[src/rtl/color_pkg.sv]
// Shared constants, fade-mode encoding and packing helper for the colour register bank.
// Exports: DEFAULT_CHANNELS, DEFAULT_WIDTH, fade_mode_e, ch_lsb().
package color_pkg;

    localparam int unsigned DEFAULT_CHANNELS = 3;
    localparam int unsigned DEFAULT_WIDTH    = 8;

    typedef enum logic {
        MODE_IMMEDIATE = 1'b0,
        MODE_RAMP      = 1'b1
    } fade_mode_e;

    // LSB position of channel `ch` inside a packed CHANNELS*WIDTH vector.
    function automatic int unsigned ch_lsb(input int unsigned ch, input int unsigned width);
        return ch * width;
    endfunction

endpackage

[src/rtl/color_fade_regbank_if.sv]
// Host-side bus of the colour register bank.
// master: drives ch_in/write_enable/commit/fade_mode, observes ch_out/busy/done.
// slave : the register bank itself.
interface color_fade_regbank_if
    import color_pkg::*;
#(
    parameter int unsigned CHANNELS = DEFAULT_CHANNELS,
    parameter int unsigned WIDTH    = DEFAULT_WIDTH
);
    logic [CHANNELS*WIDTH-1:0] ch_in;
    logic [CHANNELS-1:0]       write_enable;
    logic                      commit;
    logic                      fade_mode;
    logic [CHANNELS*WIDTH-1:0] ch_out;
    logic                      busy;
    logic                      done;

    modport master (
        output ch_in, write_enable, commit, fade_mode,
        input  ch_out, busy, done
    );

    modport slave (
        input  ch_in, write_enable, commit, fade_mode,
        output ch_out, busy, done
    );

endinterface

[src/rtl/fade_channel.sv]
// One colour channel: shadow, target and output registers plus the clamped step toward target.
// Ports: clk, rst (sync, active-high); din/we shadow write; commit/immediate load target
// (and output when immediate); step_en advances out by min(STEP, |target-out|);
// out registered level; at_target = out==target now; at_target_next_c = same after this edge.
module fade_channel
    import color_pkg::*;
#(
    parameter int unsigned WIDTH = DEFAULT_WIDTH,
    parameter int unsigned STEP  = 1
) (
    input  logic             clk,
    input  logic             rst,
    input  logic [WIDTH-1:0] din,
    input  logic             we,
    input  logic             commit,
    input  logic             immediate,
    input  logic             step_en,
    output logic [WIDTH-1:0] out,
    output logic             at_target,
    output logic             at_target_next_c
);
    localparam int unsigned DW = WIDTH + 1;
    localparam logic [DW-1:0] STEP_W = DW'(STEP);

    logic [WIDTH-1:0] shadow_q, target_q, out_q;
    logic [WIDTH-1:0] shadow_d, target_d, out_d;
    logic [WIDTH-1:0] commit_val;
    logic [DW-1:0]    diff, delta;
    logic             up;

    // Next-state: a same-edge write bypasses the shadow into the target.
    always_comb begin
        commit_val = we ? din : shadow_q;
        shadow_d   = commit_val;
        target_d   = target_q;
        out_d      = out_q;
        up         = target_q > out_q;
        diff       = up ? ({1'b0, target_q} - {1'b0, out_q})
                        : ({1'b0, out_q} - {1'b0, target_q});
        delta      = (diff < STEP_W) ? diff : STEP_W;

        if (commit) begin
            target_d = commit_val;
            if (immediate) begin
                out_d = commit_val;
            end
        end else if (step_en) begin
            // delta never exceeds the distance, so the result stays in range.
            out_d = up ? WIDTH'({1'b0, out_q} + delta) : WIDTH'({1'b0, out_q} - delta);
        end
    end

    // State registers.
    always_ff @(posedge clk) begin
        if (rst) begin
            shadow_q <= '0;
            target_q <= '0;
            out_q    <= '0;
        end else begin
            shadow_q <= shadow_d;
            target_q <= target_d;
            out_q    <= out_d;
        end
    end

    assign out              = out_q;
    assign at_target        = (out_q == target_q);
    assign at_target_next_c = (out_d == target_d);

endmodule

[src/rtl/color_fade_regbank.sv]
// Double-buffered colour register bank with immediate or ramped transitions.
// Ports: clk, rst (sync, active-high), bus (slave modport): ch_in/write_enable shadow writes,
// commit/fade_mode start a transition, ch_out registered levels, busy (combinational,
// any channel off target), done (registered one-cycle completion pulse).
module color_fade_regbank
    import color_pkg::*;
#(
    parameter int unsigned CHANNELS = DEFAULT_CHANNELS,
    parameter int unsigned WIDTH    = DEFAULT_WIDTH,
    parameter int unsigned TICK_DIV = 4,
    parameter int unsigned STEP     = 1
) (
    input  logic                 clk,
    input  logic                 rst,
    color_fade_regbank_if.slave  bus
);
    localparam int unsigned PW = (TICK_DIV > 1) ? $clog2(TICK_DIV) : 1;
    localparam logic [PW-1:0] PRESC_LAST = PW'(TICK_DIV - 1);

    logic [PW-1:0]             presc_q, presc_d;
    fade_mode_e                mode_q, mode_d;
    logic                      done_q, done_d;
    logic [CHANNELS-1:0]       at_target, at_target_next;
    logic [CHANNELS*WIDTH-1:0] ch_out_w;
    logic                      busy_c, wrap_c, step_en_c, immediate_c;

    assign immediate_c = (fade_mode_e'(bus.fade_mode) == MODE_IMMEDIATE);
    assign busy_c      = ~&at_target;
    assign wrap_c      = (presc_q == PRESC_LAST);
    assign step_en_c   = busy_c && (mode_q == MODE_RAMP) && wrap_c && !bus.commit;

    for (genvar i = 0; i < CHANNELS; i++) begin : g_ch
        fade_channel #(
            .WIDTH (WIDTH),
            .STEP  (STEP)
        ) u_ch (
            .clk              (clk),
            .rst              (rst),
            .din              (bus.ch_in[ch_lsb(i, WIDTH) +: WIDTH]),
            .we               (bus.write_enable[i]),
            .commit           (bus.commit),
            .immediate        (immediate_c),
            .step_en          (step_en_c),
            .out              (ch_out_w[ch_lsb(i, WIDTH) +: WIDTH]),
            .at_target        (at_target[i]),
            .at_target_next_c (at_target_next[i])
        );
    end

    // Prescaler/mode next-state; done fires when this edge leaves every channel on target,
    // either from a commit or from the final step of an active transition. A commit that
    // replaces a running ramp only reports completion of the new transition.
    always_comb begin
        presc_d = presc_q;
        mode_d  = mode_q;
        done_d  = 1'b0;
        if (bus.commit) begin
            presc_d = '0;
            mode_d  = fade_mode_e'(bus.fade_mode);
            done_d  = &at_target_next;
        end else if (busy_c) begin
            presc_d = wrap_c ? '0 : presc_q + PW'(1);
            done_d  = &at_target_next;
        end
    end

    // Control registers.
    always_ff @(posedge clk) begin
        if (rst) begin
            presc_q <= '0;
            mode_q  <= MODE_IMMEDIATE;
            done_q  <= 1'b0;
        end else begin
            presc_q <= presc_d;
            mode_q  <= mode_d;
            done_q  <= done_d;
        end
    end

    assign bus.ch_out = ch_out_w;
    assign bus.busy   = busy_c;
    assign bus.done   = done_q;

endmodule
[src/flat_wrapper.sv]
// flat-port wrapper written by rule: the top's interface ports become plain ports
module color_fade_regbank_flat import color_pkg::*;
#(
    parameter int unsigned CHANNELS = DEFAULT_CHANNELS,
    parameter int unsigned WIDTH    = DEFAULT_WIDTH,
    parameter int unsigned TICK_DIV = 4,
    parameter int unsigned STEP     = 1
)
  (clk, rst, bus_ch_in, bus_write_enable, bus_commit, bus_fade_mode, bus_ch_out, bus_busy, bus_done);
  color_fade_regbank_if #(.CHANNELS(CHANNELS), .WIDTH(WIDTH)) bus_i ();
  input  logic clk;
  input  logic rst;
  input wire logic [$bits(bus_i.ch_in)-1:0] bus_ch_in;
  input wire logic [$bits(bus_i.write_enable)-1:0] bus_write_enable;
  input wire logic [$bits(bus_i.commit)-1:0] bus_commit;
  input wire logic [$bits(bus_i.fade_mode)-1:0] bus_fade_mode;
  output wire logic [$bits(bus_i.ch_out)-1:0] bus_ch_out;
  output wire logic [$bits(bus_i.busy)-1:0] bus_busy;
  output wire logic [$bits(bus_i.done)-1:0] bus_done;
  assign bus_i.ch_in = bus_ch_in;
  assign bus_i.write_enable = bus_write_enable;
  assign bus_i.commit = bus_commit;
  assign bus_i.fade_mode = bus_fade_mode;
  assign bus_ch_out = bus_i.ch_out;
  assign bus_busy = bus_i.busy;
  assign bus_done = bus_i.done;
  color_fade_regbank #(.CHANNELS(CHANNELS), .WIDTH(WIDTH), .TICK_DIV(TICK_DIV), .STEP(STEP)) u_core (.clk(clk), .rst(rst), .bus(bus_i));
endmodule
[config.mk]
export PLATFORM = sky130hd
export DESIGN_NAME = color_fade_regbank_flat
export DESIGN_NICKNAME = d
export VERILOG_FILES = /design/src/rtl/color_pkg.sv /design/src/rtl/color_fade_regbank_if.sv /design/src/rtl/fade_channel.sv /design/src/rtl/color_fade_regbank.sv /design/src/flat_wrapper.sv
export SDC_FILE = /design/constraint.sdc
export NUM_CORES = 1
export LEC_CHECK = 0
export BUFFER_PORTS_ARGS = -buffer_cell sky130_fd_sc_hd__buf_2
export CORE_ASPECT_RATIO = 1.2
export CORE_UTILIZATION = 58
export DETAILED_ROUTE_END_ITERATION = 7
export HOLD_SLACK_MARGIN = 0.06
export PLACE_DENSITY_LB_ADDON = 0.08
export SLEW_MARGIN = 20
export SYNTH_ARGS = -nofsm -noshare
export SYNTH_HDL_FRONTEND = slang
export SYNTH_SLANG_ARGS = --single-unit
[constraint.sdc]
create_clock -name clk -period 13.95 [get_ports clk]
set_clock_uncertainty 0.15 [all_clocks]
set_input_delay 0.6975 -clock clk [delete_from_list [all_inputs] [get_ports clk]]
set_output_delay 0.6975 -clock clk [all_outputs]
set_load 0.005 [all_outputs]
==> metrics.txt <==
# TYPE chip_impl_metric gauge
chip_impl_info{name="run_status",value="finished clean"} 1
chip_impl_metric{name="drt_wirelength",unit="mm"} 21.4
chip_impl_info{name="timing.critical_path.to_type",value="flip-flop"} 1
chip_impl_metric{name="n_antenna_cell",unit=""} 0
chip_impl_metric{name="tritoncts_num_sinks",unit=""} 76
chip_impl_metric{name="util_after_layout",unit="%"} 64.9
chip_impl_metric{name="drc",unit=""} 0
chip_impl_metric{name="ys_types",unit=""} 68
chip_impl_metric{name="final_max_slew_viol_count",unit=""} 0
chip_impl_info{name="timing_worst_setup_path_type",value="reg2reg"} 1
chip_impl_info{name="startpoint_type",value="flip-flop"} 1
chip_impl_metric{name="post_cts_resized",unit=""} 0
chip_impl_metric{name="fmaxAchievable",unit="GHz"} 0.153
chip_impl_metric{name="first_pass_grt_wire_length",unit="mm"} 35.0
chip_impl_metric{name="antenna_found_initial",unit=""} 0
chip_impl_metric{name="async_flop_share",unit="%"} 0
chip_impl_info{name="crit_start",value="u_core.g_ch[2].u_ch.out[4]$_SDFF_PP0_"} 1
chip_impl_metric{name="tightest_slew",unit="ps"} 897
chip_impl_info{name="cts_tree",value="done"} 1
chip_impl_metric{name="fin_crit",unit="ps"} 6550
chip_impl_info{name="regToRegEndpoint",value="u_core.bus.done$_SDFF_PP0_"} 1
chip_impl_metric{name="hold_viol_final",unit=""} 0
chip_impl_metric{name="design.portCount",unit=""} 57
chip_impl_metric{name="die-area",unit="mm²"} 0.0135
chip_impl_metric{name="final-setup-viol-count",unit=""} 0
chip_impl_metric{name="worstPathArrival",unit="ps"} 6700
chip_impl_metric{name="cts_made_buffers",unit=""} 9
chip_impl_metric{name="timing.max_slew.rel_slack",unit="%"} 40.2
chip_impl_info{name="yosysMostFrequentCell",value="sky130_fd_sc_hd__nor2_1"} 1
chip_impl_metric{name="synth_edf_count",unit=""} 0
chip_impl_info{name="rr_startpoint",value="u_core.g_ch[2].u_ch.out[4]$_SDFF_PP0_"} 1
chip_impl_metric{name="drt_first_iter_violations",unit=""} 499
chip_impl_metric{name="cts_hold_buf",unit=""} 0
chip_impl_info{name="critical_path.endpoint",value="u_core.bus.done$_SDFF_PP0_"} 1
chip_impl_metric{name="die_x",unit="µm"} 106
chip_impl_metric{name="period_share",unit="%"} 47.0
chip_impl_metric{name="multi_input_comb_area",unit="mm²"} 0.00556
chip_impl_metric{name="buffer_ports.inserted",unit=""} 56
chip_impl_metric{name="clkPwrFrac",unit="%"} 31.5
chip_impl_metric{name="cts.clk_slew.worst_paths",unit="ps"} 70
chip_impl_metric{name="peak_fanout_along_the_critical_path",unit=""} 12
chip_impl_metric{name="num-nets-final",unit=""} 1116
chip_impl_metric{name="grtUsageTotal",unit="%"} 32.9
chip_impl_metric{name="ys_seq_elements",unit=""} 76
chip_impl_metric{name="netSwitchingPower",unit="mW"} 0.346
chip_impl_metric{name="placement.setup.worst_slack",unit="ps"} 7480
chip_impl_info{name="root_buffer",value="sky130_fd_sc_hd__clkbuf_16"} 1
chip_impl_info{name="post_synth_main_area_contributors",value="sky130_fd_sc_hd__dfxtp_1 20%, sky130_fd_sc_hd__ha_1 12%, sky130_fd_sc_hd__nor2_1 6.8%, sky130_fd_sc_hd__mux2i_1 5.0%, sky130_fd_sc_hd__xnor2_1 4.4%"} 1
chip_impl_metric{name="first_global_vias",unit=""} 6704
chip_impl_metric{name="synthesis.instances",unit=""} 982
chip_impl_metric{name="switching_share",unit="%"} 37.1
chip_impl_metric{name="grt-ovfl-total",unit=""} 0
chip_impl_metric{name="dpl.cell_count",unit=""} 1156
chip_impl_metric{name="ratio_of_cells_with_drive_above_1_in_the_final_layout",unit="%"} 9.43
chip_impl_metric{name="core_region_area",unit="mm²"} 0.0127
chip_impl_metric{name="post_cts.repair.setup_buffers",unit=""} 0
chip_impl_metric{name="layout.area.seq",unit="mm²"} 0.00152
chip_impl_metric{name="wire_length_per_cell_after_detailed_routing",unit="µm"} 18.3
chip_impl_metric{name="dp.final_hpwl",unit="mm"} 16.2
chip_impl_metric{name="cell_internal_pwr",unit="mW"} 0.585
chip_impl_info{name="synth.top_cells.by_count",value="136 x sky130_fd_sc_hd__nor2_1, 76 x sky130_fd_sc_hd__dfxtp_1, 73 x sky130_fd_sc_hd__ha_1, 64 x sky130_fd_sc_hd__a21oi_1, 64 x sky130_fd_sc_hd__inv_1"} 1
chip_impl_info{name="yosys_most_used_dff",value="sky130_fd_sc_hd__dfxtp_1"} 1
chip_impl_metric{name="cts.htree.levels",unit=""} 3
chip_impl_metric{name="drv.max_cap_violation_count",unit=""} 0
chip_impl_metric{name="instances_no_fill",unit=""} 1171
chip_impl_metric{name="layout.filler_cells",unit=""} 1138
chip_impl_metric{name="clock_insertion_delay_worst_skew",unit="ps"} 350
chip_impl_metric{name="vdd.ir_drop.worst",unit="V"} 0.0000687
chip_impl_metric{name="comb_power_share",unit="%"} 41.9
chip_impl_metric{name="detailed_routing_iteration_count_for_the_pre_antenna_repair_pass",unit=""} 5
chip_impl_metric{name="cp.required",unit="ps"} 14090
chip_impl_metric{name="initial_core_util",unit="%"} 59.6
chip_impl_metric{name="timing.final.ws_setup",unit="ps"} 7400
chip_impl_metric{name="setup_tns",unit="ps"} 0
chip_impl_info{name="post-synth-top-area-cell",value="sky130_fd_sc_hd__dfxtp_1"} 1
chip_impl_metric{name="vias_per_cell",unit=""} 6.22
chip_impl_info{name="rsz0062_at_grt",value="no"} 1
chip_impl_metric{name="final_antenna_net_count",unit=""} 0
chip_impl_metric{name="ff2ff_path_depth",unit=""} 23
chip_impl_metric{name="powerDensity",unit="mW/mm²"} 113
chip_impl_metric{name="vias",unit=""} 7278
chip_impl_metric{name="pin_count_of_the_biggest_net_entering_global_routing",unit=""} 78
chip_impl_metric{name="place_congestion",unit=""} 0.916
chip_impl_metric{name="placementRows",unit=""} 45
chip_impl_metric{name="post-synth-top-area-fraction",unit="%"} 20.2
chip_impl_metric{name="p_seq_share",unit="%"} 26.6
chip_impl_info{name="hold_path.class",value="reg2reg"} 1
chip_impl_metric{name="synth_sequential_area_ratio",unit="%"} 20.2
chip_impl_metric{name="synth.yosys.warnings",unit=""} 0
chip_impl_metric{name="mappedNetlistArea",unit="mm²"} 0.00755
chip_impl_metric{name="die_h",unit="µm"} 127
chip_impl_metric{name="static-leakage-power",unit="nW"} 3.47
chip_impl_metric{name="setup_slack_reg_to_reg",unit="ps"} 7400
chip_impl_metric{name="area_delta_synth_final",unit="%"} 8.92
chip_impl_metric{name="synthesis.area_per_instance",unit="µm²"} 7.69
chip_impl_metric{name="cts_max_path_buffers",unit=""} 2
-- placed cells by master (no fill, tap or decap), drive strengths merged, types with 9 or more instances in the layout --
| cell type | count |
|---|---|
| and2 | 9 |
| nand3 | 9 |
| or3 | 10 |
| o2111ai | 10 |
| clkbuf | 9 |
| o211ai | 14 |
| buf | 63 |
| nor2 | 136 |
| fa | 9 |
| nand4 | 14 |
| nor3 | 19 |
| xor2 | 24 |
| o21ai | 53 |
| mux2i | 38 |
| a21o | 15 |
| inv | 64 |
| nand2b | 28 |
| a21oi | 64 |
| xnor2 | 38 |
| o21a | 12 |
| nand2 | 41 |
| nor2b | 23 |
| ha | 73 |
| a221oi | 10 |
| dfxtp | 76 |
| a211oi | 32 |
-- metal layers --
metal,global-route usage (%),share of wire (%),vias to the layer above
met5,0,0,-
met4,10.9,2.3,0
met3,3.80,5.5,35
met2,56.3,49,227
met1,42.8,44,3448
li1,-,-,3568
-- cells by family (layout without fill, tap and decap cells) --
logic type      Yosys count  in the layout  share of synthesized area, %
flops                    76             76                          20.2
other cells               1              3                        0.0497
fa+ha+maj                82             82                          14.5
compound gates          267            267                          23.9
buf+inv                 119            142                          6.35
xor+xnor                 63             63                          7.49
simple gates            331            331                          21.8
mux                      43             43                          5.79
-- how the worst min path moves through the flow --
stage / from / endpoint / slack (ps) / cells past startpoint
after floorplan: u_core.g_ch[0].u_ch.shadow_q[1]$_SDFF_PP0_ / u_core.g_ch[0].u_ch.shadow_q[1]$_SDFF_PP0_ / 320 / 2
after global placement: u_core.g_ch[2].u_ch.shadow_q[1]$_SDFF_PP0_ / u_core.g_ch[2].u_ch.shadow_q[1]$_SDFF_PP0_ / 340 / 2
after detailed placement: u_core.g_ch[2].u_ch.shadow_q[1]$_SDFF_PP0_ / u_core.g_ch[2].u_ch.shadow_q[1]$_SDFF_PP0_ / 350 / 2
after CTS: u_core.g_ch[2].u_ch.shadow_q[1]$_SDFF_PP0_ / u_core.g_ch[2].u_ch.shadow_q[1]$_SDFF_PP0_ / 370 / 2
after global routing: u_core.g_ch[0].u_ch.target_q[6]$_SDFF_PP0_ / u_core.g_ch[0].u_ch.target_q[6]$_SDFF_PP0_ / 390 / 2
final: u_core.g_ch[2].u_ch.shadow_q[1]$_SDFF_PP0_ / u_core.g_ch[2].u_ch.shadow_q[1]$_SDFF_PP0_ / 360 / 2
-- final cells by class --
type | count | share of cell area (%)
multi-input combinational | 789 | 67.6
sequential | 76 | 18.5
timing repair buffer | 63 | 4.05
inverter | 64 | 2.92
clock buffer | 9 | 2.74
tap | 164 | 2.50
clock inverter | 6 | 1.67
-- sequential cells by signal (all words and copies together) (netlist names) --
name	count
u_core.g_ch.u_ch.out	24
u_core.g_ch.u_ch.shadow_q	24
u_core.g_ch.u_ch.target_q	24
u_core.presc_q	2
u_core.bus.done	1
u_core.mode_q	1
-- power by group through the flow --
stage | Combinational [mW] | Clock (mW) | Sequential [mW]
2_1_floorplan | 0.301 | 0 | 0.247
3_3_place_gp | 0.383 | 0 | 0.251
3_5_place_dp | 0.381 | 0 | 0.252
4_1_cts | 0.386 | 0.294 | 0.247
5_1_grt | 0.433 | 0.303 | 0.249
6_report | 0.390 | 0.293 | 0.247
-- metrics by stage --
step | hold slack [ps] | area (µm²) | power (mW)
floorplan | 319 | 7550 | 0.548
global placement | 342 | 7860 | 0.634
detailed placement | 354 | 7860 | 0.633
CTS | 368 | 8220 | 0.927
global route | 386 | 8220 | 0.985
finish | 364 | 8220 | 0.931
-- worst max-delay path, stage by stage, from the launching register on --
cell and delay [ps]:
sky130_fd_sc_hd__dfxtp_1 480, sky130_fd_sc_hd__inv_1 140, sky130_fd_sc_hd__ha_1 470, sky130_fd_sc_hd__and3_1 210, sky130_fd_sc_hd__o21ai_0 210, sky130_fd_sc_hd__a31oi_1 310, sky130_fd_sc_hd__nand2b_1 440, sky130_fd_sc_hd__mux2i_1 270
sky130_fd_sc_hd__mux2_2 380, sky130_fd_sc_hd__nand3b_1 270, sky130_fd_sc_hd__inv_1 110, sky130_fd_sc_hd__ha_1 220, sky130_fd_sc_hd__and2_1 170, sky130_fd_sc_hd__fa_1 410, sky130_fd_sc_hd__nor2b_1 230, sky130_fd_sc_hd__o31a_1 220
sky130_fd_sc_hd__or2_2 150, sky130_fd_sc_hd__a211o_1 90, sky130_fd_sc_hd__o31ai_1 70, sky130_fd_sc_hd__or4_1 540, sky130_fd_sc_hd__a2111oi_2 370, sky130_fd_sc_hd__o2111a_1 250, sky130_fd_sc_hd__and3_1 160, sky130_fd_sc_hd__a32o_1 150
Note: power is estimated with default switching activity, not from simulation.
